`src/rtl/mem_bus_arbiter_if.sv`:
```
// Port bundle of the kernel memory-bus arbiter: IF port, LS port, memory side and status.
// The arbiter connects through "slave"; the environment (ports plus memory) through "master".
interface mem_bus_arbiter_if #(
  parameter int ADDR_W = 32,
  parameter int DATA_W = 32
);
  logic              i_if_req;
  logic [ADDR_W-1:0] i_if_addr;
  logic              o_if_gnt;
  logic              o_if_DV;
  logic [DATA_W-1:0] o_if_rdata;
  logic              o_if_err;

  logic              i_ls_req;
  logic              i_ls_write;
  logic [ADDR_W-1:0] i_ls_addr;
  logic [DATA_W-1:0] i_ls_wdata;
  logic [3:0]        i_ls_be;
  logic              o_ls_gnt;
  logic              o_ls_DV;
  logic [DATA_W-1:0] o_ls_rdata;
  logic              o_ls_err;

  logic              o_mem_req;
  logic [ADDR_W-1:0] o_mem_address;
  logic [DATA_W-1:0] o_mem_wdata;
  logic              o_mem_write;
  logic [3:0]        o_mem_be;
  logic              i_mem_ready;
  logic              i_mem_DV;
  logic [DATA_W-1:0] i_mem_rdata;

  logic              o_busy;
  logic [7:0]        o_timeout_count;

  modport slave (
    input  i_if_req, i_if_addr,
    output o_if_gnt, o_if_DV, o_if_rdata, o_if_err,
    input  i_ls_req, i_ls_write, i_ls_addr, i_ls_wdata, i_ls_be,
    output o_ls_gnt, o_ls_DV, o_ls_rdata, o_ls_err,
    output o_mem_req, o_mem_address, o_mem_wdata, o_mem_write, o_mem_be,
    input  i_mem_ready, i_mem_DV, i_mem_rdata,
    output o_busy, o_timeout_count
  );

  modport master (
    output i_if_req, i_if_addr,
    input  o_if_gnt, o_if_DV, o_if_rdata, o_if_err,
    output i_ls_req, i_ls_write, i_ls_addr, i_ls_wdata, i_ls_be,
    input  o_ls_gnt, o_ls_DV, o_ls_rdata, o_ls_err,
    input  o_mem_req, o_mem_address, o_mem_wdata, o_mem_write, o_mem_be,
    output i_mem_ready, i_mem_DV, i_mem_rdata,
    input  o_busy, o_timeout_count
  );
endinterface

```
`src/rtl/mem_bus_arbiter.sv`:
```
// Shares the kernel memory bus between the IF and LS ports: one transaction in flight,
// round-robin on contention, response timeout with a saturating abort counter.
module mem_bus_arbiter #(
  parameter int ADDR_W  = 32,
  parameter int DATA_W  = 32,
  parameter int TIMEOUT = 255
) (
  input  logic i_clk,
  input  logic i_reset_n,
  mem_bus_arbiter_if.slave bus
);
  typedef enum logic [1:0] {ST_IDLE, ST_ISSUE, ST_WAIT} state_t;
  typedef enum logic {OWN_IF, OWN_LS} owner_t;

  localparam logic [7:0] TMO_LAST = 8'(TIMEOUT - 1);

  state_t            state;
  owner_t            owner;
  owner_t            last_owner;
  logic [7:0]        tmo;
  logic [7:0]        timeout_count;
  logic [ADDR_W-1:0] mem_address;
  logic [DATA_W-1:0] mem_wdata;
  logic              mem_write;
  logic [3:0]        mem_be;

  logic pick_ls;
  logic accept;
  logic respond;
  logic expire;

  // On contention the port that did not own the previous turn wins.
  always_comb begin
    pick_ls = bus.i_ls_req && (!bus.i_if_req || last_owner == OWN_IF);
    accept  = (state == ST_ISSUE) && bus.i_mem_ready;
    respond = (state == ST_WAIT) && bus.i_mem_DV;
    expire  = (state == ST_WAIT) && !bus.i_mem_DV && (tmo == TMO_LAST);
  end

  always_ff @(posedge i_clk) begin
    if (!i_reset_n) begin
      state         <= ST_IDLE;
      owner         <= OWN_IF;
      last_owner    <= OWN_LS;
      tmo           <= '0;
      timeout_count <= '0;
      mem_address   <= '0;
      mem_wdata     <= '0;
      mem_write     <= 1'b0;
      mem_be        <= '0;
    end else begin
      unique case (state)
        ST_IDLE: begin
          if (bus.i_if_req || bus.i_ls_req) begin
            if (pick_ls) begin
              owner       <= OWN_LS;
              mem_address <= bus.i_ls_addr;
              mem_wdata   <= bus.i_ls_wdata;
              mem_write   <= bus.i_ls_write;
              mem_be      <= bus.i_ls_be;
            end else begin
              owner       <= OWN_IF;
              mem_address <= bus.i_if_addr;
              mem_wdata   <= '0;
              mem_write   <= 1'b0;
              mem_be      <= '1;
            end
            state <= ST_ISSUE;
          end
        end
        ST_ISSUE: begin
          if (accept) begin
            last_owner <= owner;
            tmo        <= '0;
            state      <= ST_WAIT;
          end
        end
        ST_WAIT: begin
          tmo <= tmo + 8'd1;
          if (respond) begin
            state <= ST_IDLE;
          end else if (expire) begin
            if (timeout_count != '1) timeout_count <= timeout_count + 8'd1;
            state <= ST_IDLE;
          end
        end
        default: state <= ST_IDLE;
      endcase
    end
  end

  // Handshake pulses are combinational so grant and data land in the memory's own cycle.
  always_comb begin
    bus.o_if_gnt   = accept && (owner == OWN_IF);
    bus.o_ls_gnt   = accept && (owner == OWN_LS);
    bus.o_if_DV    = (respond || expire) && (owner == OWN_IF);
    bus.o_ls_DV    = (respond || expire) && (owner == OWN_LS);
    bus.o_if_err   = expire && (owner == OWN_IF);
    bus.o_ls_err   = expire && (owner == OWN_LS);
    bus.o_if_rdata = (respond && owner == OWN_IF) ? bus.i_mem_rdata : '0;
    bus.o_ls_rdata = (respond && owner == OWN_LS) ? bus.i_mem_rdata : '0;
  end

  assign bus.o_mem_req       = (state == ST_ISSUE);
  assign bus.o_mem_address   = mem_address;
  assign bus.o_mem_wdata     = mem_wdata;
  assign bus.o_mem_write     = mem_write;
  assign bus.o_mem_be        = mem_be;
  assign bus.o_busy          = (state != ST_IDLE);
  assign bus.o_timeout_count = timeout_count;
endmodule

```
`src/flat_wrapper.sv`:
```
// flat-port wrapper written by rule: the top's interface ports become plain ports
module mem_bus_arbiter_flat 
#(
  parameter int ADDR_W  = 32,
  parameter int DATA_W  = 32,
  parameter int TIMEOUT = 255
)
  (i_clk, i_reset_n, bus_i_if_req, bus_i_if_addr, bus_o_if_gnt, bus_o_if_DV, bus_o_if_rdata, bus_o_if_err, bus_i_ls_req, bus_i_ls_write, bus_i_ls_addr, bus_i_ls_wdata, bus_i_ls_be, bus_o_ls_gnt, bus_o_ls_DV, bus_o_ls_rdata, bus_o_ls_err, bus_o_mem_req, bus_o_mem_address, bus_o_mem_wdata, bus_o_mem_write, bus_o_mem_be, bus_i_mem_ready, bus_i_mem_DV, bus_i_mem_rdata, bus_o_busy, bus_o_timeout_count);
  mem_bus_arbiter_if #(.ADDR_W(ADDR_W), .DATA_W(DATA_W)) bus_i ();
  input  logic i_clk;
  input  logic i_reset_n;
  input wire logic [$bits(bus_i.i_if_req)-1:0] bus_i_if_req;
  input wire logic [$bits(bus_i.i_if_addr)-1:0] bus_i_if_addr;
  output wire logic [$bits(bus_i.o_if_gnt)-1:0] bus_o_if_gnt;
  output wire logic [$bits(bus_i.o_if_DV)-1:0] bus_o_if_DV;
  output wire logic [$bits(bus_i.o_if_rdata)-1:0] bus_o_if_rdata;
  output wire logic [$bits(bus_i.o_if_err)-1:0] bus_o_if_err;
  input wire logic [$bits(bus_i.i_ls_req)-1:0] bus_i_ls_req;
  input wire logic [$bits(bus_i.i_ls_write)-1:0] bus_i_ls_write;
  input wire logic [$bits(bus_i.i_ls_addr)-1:0] bus_i_ls_addr;
  input wire logic [$bits(bus_i.i_ls_wdata)-1:0] bus_i_ls_wdata;
  input wire logic [$bits(bus_i.i_ls_be)-1:0] bus_i_ls_be;
  output wire logic [$bits(bus_i.o_ls_gnt)-1:0] bus_o_ls_gnt;
  output wire logic [$bits(bus_i.o_ls_DV)-1:0] bus_o_ls_DV;
  output wire logic [$bits(bus_i.o_ls_rdata)-1:0] bus_o_ls_rdata;
  output wire logic [$bits(bus_i.o_ls_err)-1:0] bus_o_ls_err;
  output wire logic [$bits(bus_i.o_mem_req)-1:0] bus_o_mem_req;
  output wire logic [$bits(bus_i.o_mem_address)-1:0] bus_o_mem_address;
  output wire logic [$bits(bus_i.o_mem_wdata)-1:0] bus_o_mem_wdata;
  output wire logic [$bits(bus_i.o_mem_write)-1:0] bus_o_mem_write;
  output wire logic [$bits(bus_i.o_mem_be)-1:0] bus_o_mem_be;
  input wire logic [$bits(bus_i.i_mem_ready)-1:0] bus_i_mem_ready;
  input wire logic [$bits(bus_i.i_mem_DV)-1:0] bus_i_mem_DV;
  input wire logic [$bits(bus_i.i_mem_rdata)-1:0] bus_i_mem_rdata;
  output wire logic [$bits(bus_i.o_busy)-1:0] bus_o_busy;
  output wire logic [$bits(bus_i.o_timeout_count)-1:0] bus_o_timeout_count;
  assign bus_i.i_if_req = bus_i_if_req;
  assign bus_i.i_if_addr = bus_i_if_addr;
  assign bus_o_if_gnt = bus_i.o_if_gnt;
  assign bus_o_if_DV = bus_i.o_if_DV;
  assign bus_o_if_rdata = bus_i.o_if_rdata;
  assign bus_o_if_err = bus_i.o_if_err;
  assign bus_i.i_ls_req = bus_i_ls_req;
  assign bus_i.i_ls_write = bus_i_ls_write;
  assign bus_i.i_ls_addr = bus_i_ls_addr;
  assign bus_i.i_ls_wdata = bus_i_ls_wdata;
  assign bus_i.i_ls_be = bus_i_ls_be;
  assign bus_o_ls_gnt = bus_i.o_ls_gnt;
  assign bus_o_ls_DV = bus_i.o_ls_DV;
  assign bus_o_ls_rdata = bus_i.o_ls_rdata;
  assign bus_o_ls_err = bus_i.o_ls_err;
  assign bus_o_mem_req = bus_i.o_mem_req;
  assign bus_o_mem_address = bus_i.o_mem_address;
  assign bus_o_mem_wdata = bus_i.o_mem_wdata;
  assign bus_o_mem_write = bus_i.o_mem_write;
  assign bus_o_mem_be = bus_i.o_mem_be;
  assign bus_i.i_mem_ready = bus_i_mem_ready;
  assign bus_i.i_mem_DV = bus_i_mem_DV;
  assign bus_i.i_mem_rdata = bus_i_mem_rdata;
  assign bus_o_busy = bus_i.o_busy;
  assign bus_o_timeout_count = bus_i.o_timeout_count;
  mem_bus_arbiter #(.ADDR_W(ADDR_W), .DATA_W(DATA_W), .TIMEOUT(TIMEOUT)) u_core (.i_clk(i_clk), .i_reset_n(i_reset_n), .bus(bus_i));
endmodule
```
`config.mk`:
```
export PLATFORM = sky130hd
export DESIGN_NAME = mem_bus_arbiter_flat
export DESIGN_NICKNAME = d
export VERILOG_FILES = /design/src/rtl/mem_bus_arbiter_if.sv /design/src/rtl/mem_bus_arbiter.sv /design/src/flat_wrapper.sv
export SDC_FILE = /design/constraint.sdc
export NUM_CORES = 1
export LEC_CHECK = 0
export ABC_AREA = 1
export CORE_MARGIN = 1
export CORE_UTILIZATION = 32
export CTS_CLUSTER_SIZE = 20
export DETAILED_ROUTE_END_ITERATION = 10
export GPL_ROUTABILITY_DRIVEN = 0
export PLACE_DENSITY = 0.76
export SLEW_MARGIN = 30
export SYNTH_ARGS = -nofsm -noshare
export SYNTH_HDL_FRONTEND = slang
export SYNTH_SLANG_ARGS = --single-unit
```
`constraint.sdc`:
```
create_clock -name i_clk -period 1.3 [get_ports i_clk]
set_input_delay 0.39 -clock i_clk [delete_from_list [all_inputs] [get_ports i_clk]]
set_output_delay 0.39 -clock i_clk [all_outputs]
set_load 0.01 [all_outputs]
```
==> flow_summary.yaml <==
run:
  drv_cap: 0
detailed_routing:
  ant_nets: 0
  drtPass1Iterations: 4
  finalWirelength_um: 18100
  wl_per_cell_um: 15.7
  drcViolationCount: 0
  drtIter0Drc: 180
  viasPerCell: 4.73
  via_count: 5459
power_and_ir_drop:
  cellLeakagePower_nw: 4.06
  power_density_nw_per_um2: 852
  vdd_drop_max_v: 0.000706
layout:
  regArea_um2: 1820
  post_layout_nonfiller_instances: 1153
  multiInputGateArea_um2: 2750
  fill_cells: 948
  drive_gt1_share_pct: 44.2
  mostFrequentLayoutCells: "nand2_1 (161), clkdlybuf4s50_1 (137), buf_6 (90)"
  area_growth_pct: 119
  layout.cells.most_common: "nand2_1"
  post-route-util_pct: 72.8
  final_area_um2: 9300
  antenna-diode-count: 0
  fin_nets: 1118
global_routing:
  antenna_found_initial: 0
  grt_pass1_wl_um: 26400
  grt_overflow: 0
  grt_usage_pct: 24.0
  grt_max_degree: 37
  grt_pass1_vias: 5229
placed_design:
  pre_cts_ws_ns: -1.21
  place_inst: 1093
  placed_area_um2: 8100
  hpwlAfterDp_um: 11600
  portBuffers: 287
sta:
  slew_viol_final: 0
  tightest_slew_ns: 0.303
  period_needed_ns: 1.93
  rsz0062_at_grt: "yes"
  hold_violations: 0
  finalClockSkew_ns: 0.00733
  hold_slack_ns: 0.456
  fmax_mhz: 517
  layout_setup_ws_ns: -0.634
  maxSlewHeadroom_pct: 79.8
  setup_viol: 152
  timing.final.crit_share_pct: 149
clock_tree:
  cts.sinks: 89
  cts_tree: "yes"
  cts_buffers: 9
  cts_buffer_depth: 2
  htree_levels: 3
  cts_root_buffer: "clkbuf_16"
  path_clk_slew_ns: 0.07
  hold_buffers: 0
  clk_latency_ns: 0.34
die:
  dieArea_um2: 13800
  start_util_pct: 33.3
  die_w_um: 117
  ios: 288
  num_rows: 41
  coreArea_um2: 12800
  die_y_um: 117
worst_setup_path:
  crit_path_max_fanout: 7
  endpoint_kind: "output pin"
  crit_path_start_kind: "flip-flop"
  crit_type: "flip-flop to output pin"
  crit_required_ns: 0.91
  ff2ff_path_depth: 11
  worstPathArrival_ns: 1.54
logic_synthesis:
  ys_ff_latch: 89
  avgSynthCellArea_um2: 6.94
  synth-seq-area-share_pct: 41.9
  syn-num-nets: 755
  synthesis.area_um2: 4250
  yosysTopAreaCell: "dfxtp_1"
  synth_area_leaders: "dfxtp_1 (42%), nand2_1 (15%), nor2_1 (7.8%)"
  synth_cell_type_count: 32
  yosys_warnings: 0
  synth.top_cell.area_share_pct: 41.9
  syn_inst: 613
hold_path:
  holdPathStages: 2
  worstHoldPathType: "flip-flop to flip-flop"
run_status:
  outcome: "finished, violations left"
  violations: "negative setup slack"
==> synth_stat cells, drive strengths merged <==
cell type,count
ha,3
inv,55
nor3,4
nor2,98
xor2,1
nand3,9
nand2,184
nand3b,2
dfxtp,89
buf,28
o21ai,48
clkbuf,7
a31oi,32
o21a,1
or2,2
a21oi,50
==> final timing paths <==
check                             endpoint  slack [ns]                      start
min reg2reg      u_core.bus.o_mem_wdata[1]        0.46  u_core.bus.o_mem_wdata[1]
max reg2reg  u_core.bus.o_timeout_count[6]       -0.35              u_core.tmo[0]
min              u_core.bus.o_mem_wdata[1]        0.46  u_core.bus.o_mem_wdata[1]
max                     bus_o_ls_rdata[29]       -0.63            u_core.state[0]
==> final cells by class <==
type                    count  share of cell area, %
repair buffers            387                   42.9
multi-input cells         434                   29.6
flip-flops and latches     89                   19.6
inverters                  55                   2.46
clock buffers               9                   2.42
well taps                 172                   2.31
clock inverters             7                  0.753
==> registers in the layout (all words and copies together), names as in the netlist <==
| signal | count |
|---|---|
| u_core.bus.o_timeout_count | 8 |
| u_core.last_owner | 1 |
| u_core.bus.o_mem_wdata | 32 |
| u_core.bus.o_mem_be | 4 |
| u_core.tmo | 8 |
| u_core.bus.o_mem_address | 32 |
| u_core.owner | 1 |
| u_core.state | 2 |
| u_core.bus.o_mem_write | 1 |
==> repair_timing <==
item	in CTS	in global routing
pin swaps	14	29
buffers inserted	11	13
gates resized for setup	688	154
hold endpoints to repair	0	0
cloned	11	10
setup endpoints to repair	194	190
==> power by group <==
group | switching, mW | internal (mW)
clock network | 1.11 | 1.49
logic | 1.04 | 1.26
registers | 0.104 | 2.93
==> worst max-delay path, cell delays in order, from the launching register on <==
cell	delay, ns
dfxtp_2	0.33
inv_4	0.07
nand2_8	0.05
nor2_4	0.10
buf_6	0.13
nand2_8	0.11
clkbuf_16	0.19
nor2_2	0.08
buf_2	0.14
==> per-layer routing <==
| metal | GRT usage (%) | up-vias | wire [um] |
|---|---|---|---|
| met4 | 9.98 | 0 | 528 |
| met5 | 0 | - | 0 |
| met1 | 25.2 | 2499 | 6780 |
| li1 | - | 2679 | - |
| met3 | 6.91 | 41 | 1380 |
| met2 | 44.4 | 240 | 9440 |
==> logic make-up (layout without fill, tap and decap cells) <==
logic type	Yosys count	after routing	share of synthesized area [%]
AND/OR/NAND/NOR	299	299	30.5
AO/OA/AOI/OAI	131	131	16.7
buffers and inverters	90	458	9.85
flip-flops	89	89	41.9
adder cells (fa/ha/maj)	3	3	0.882
XOR/XNOR	1	1	0.206
==> stage by stage <==
step | setup TNS [ns] | power, mW
after floorplan | -6.88 | 3.83
after global placement | -107.60 | 4.95
after detailed placement | -110.58 | 4.96
after CTS | -53.16 | 7.69
after global routing | -70.83 | 8.28
final | -60.09 | 7.92
Note: power is estimated with default switching activity, not from simulation.
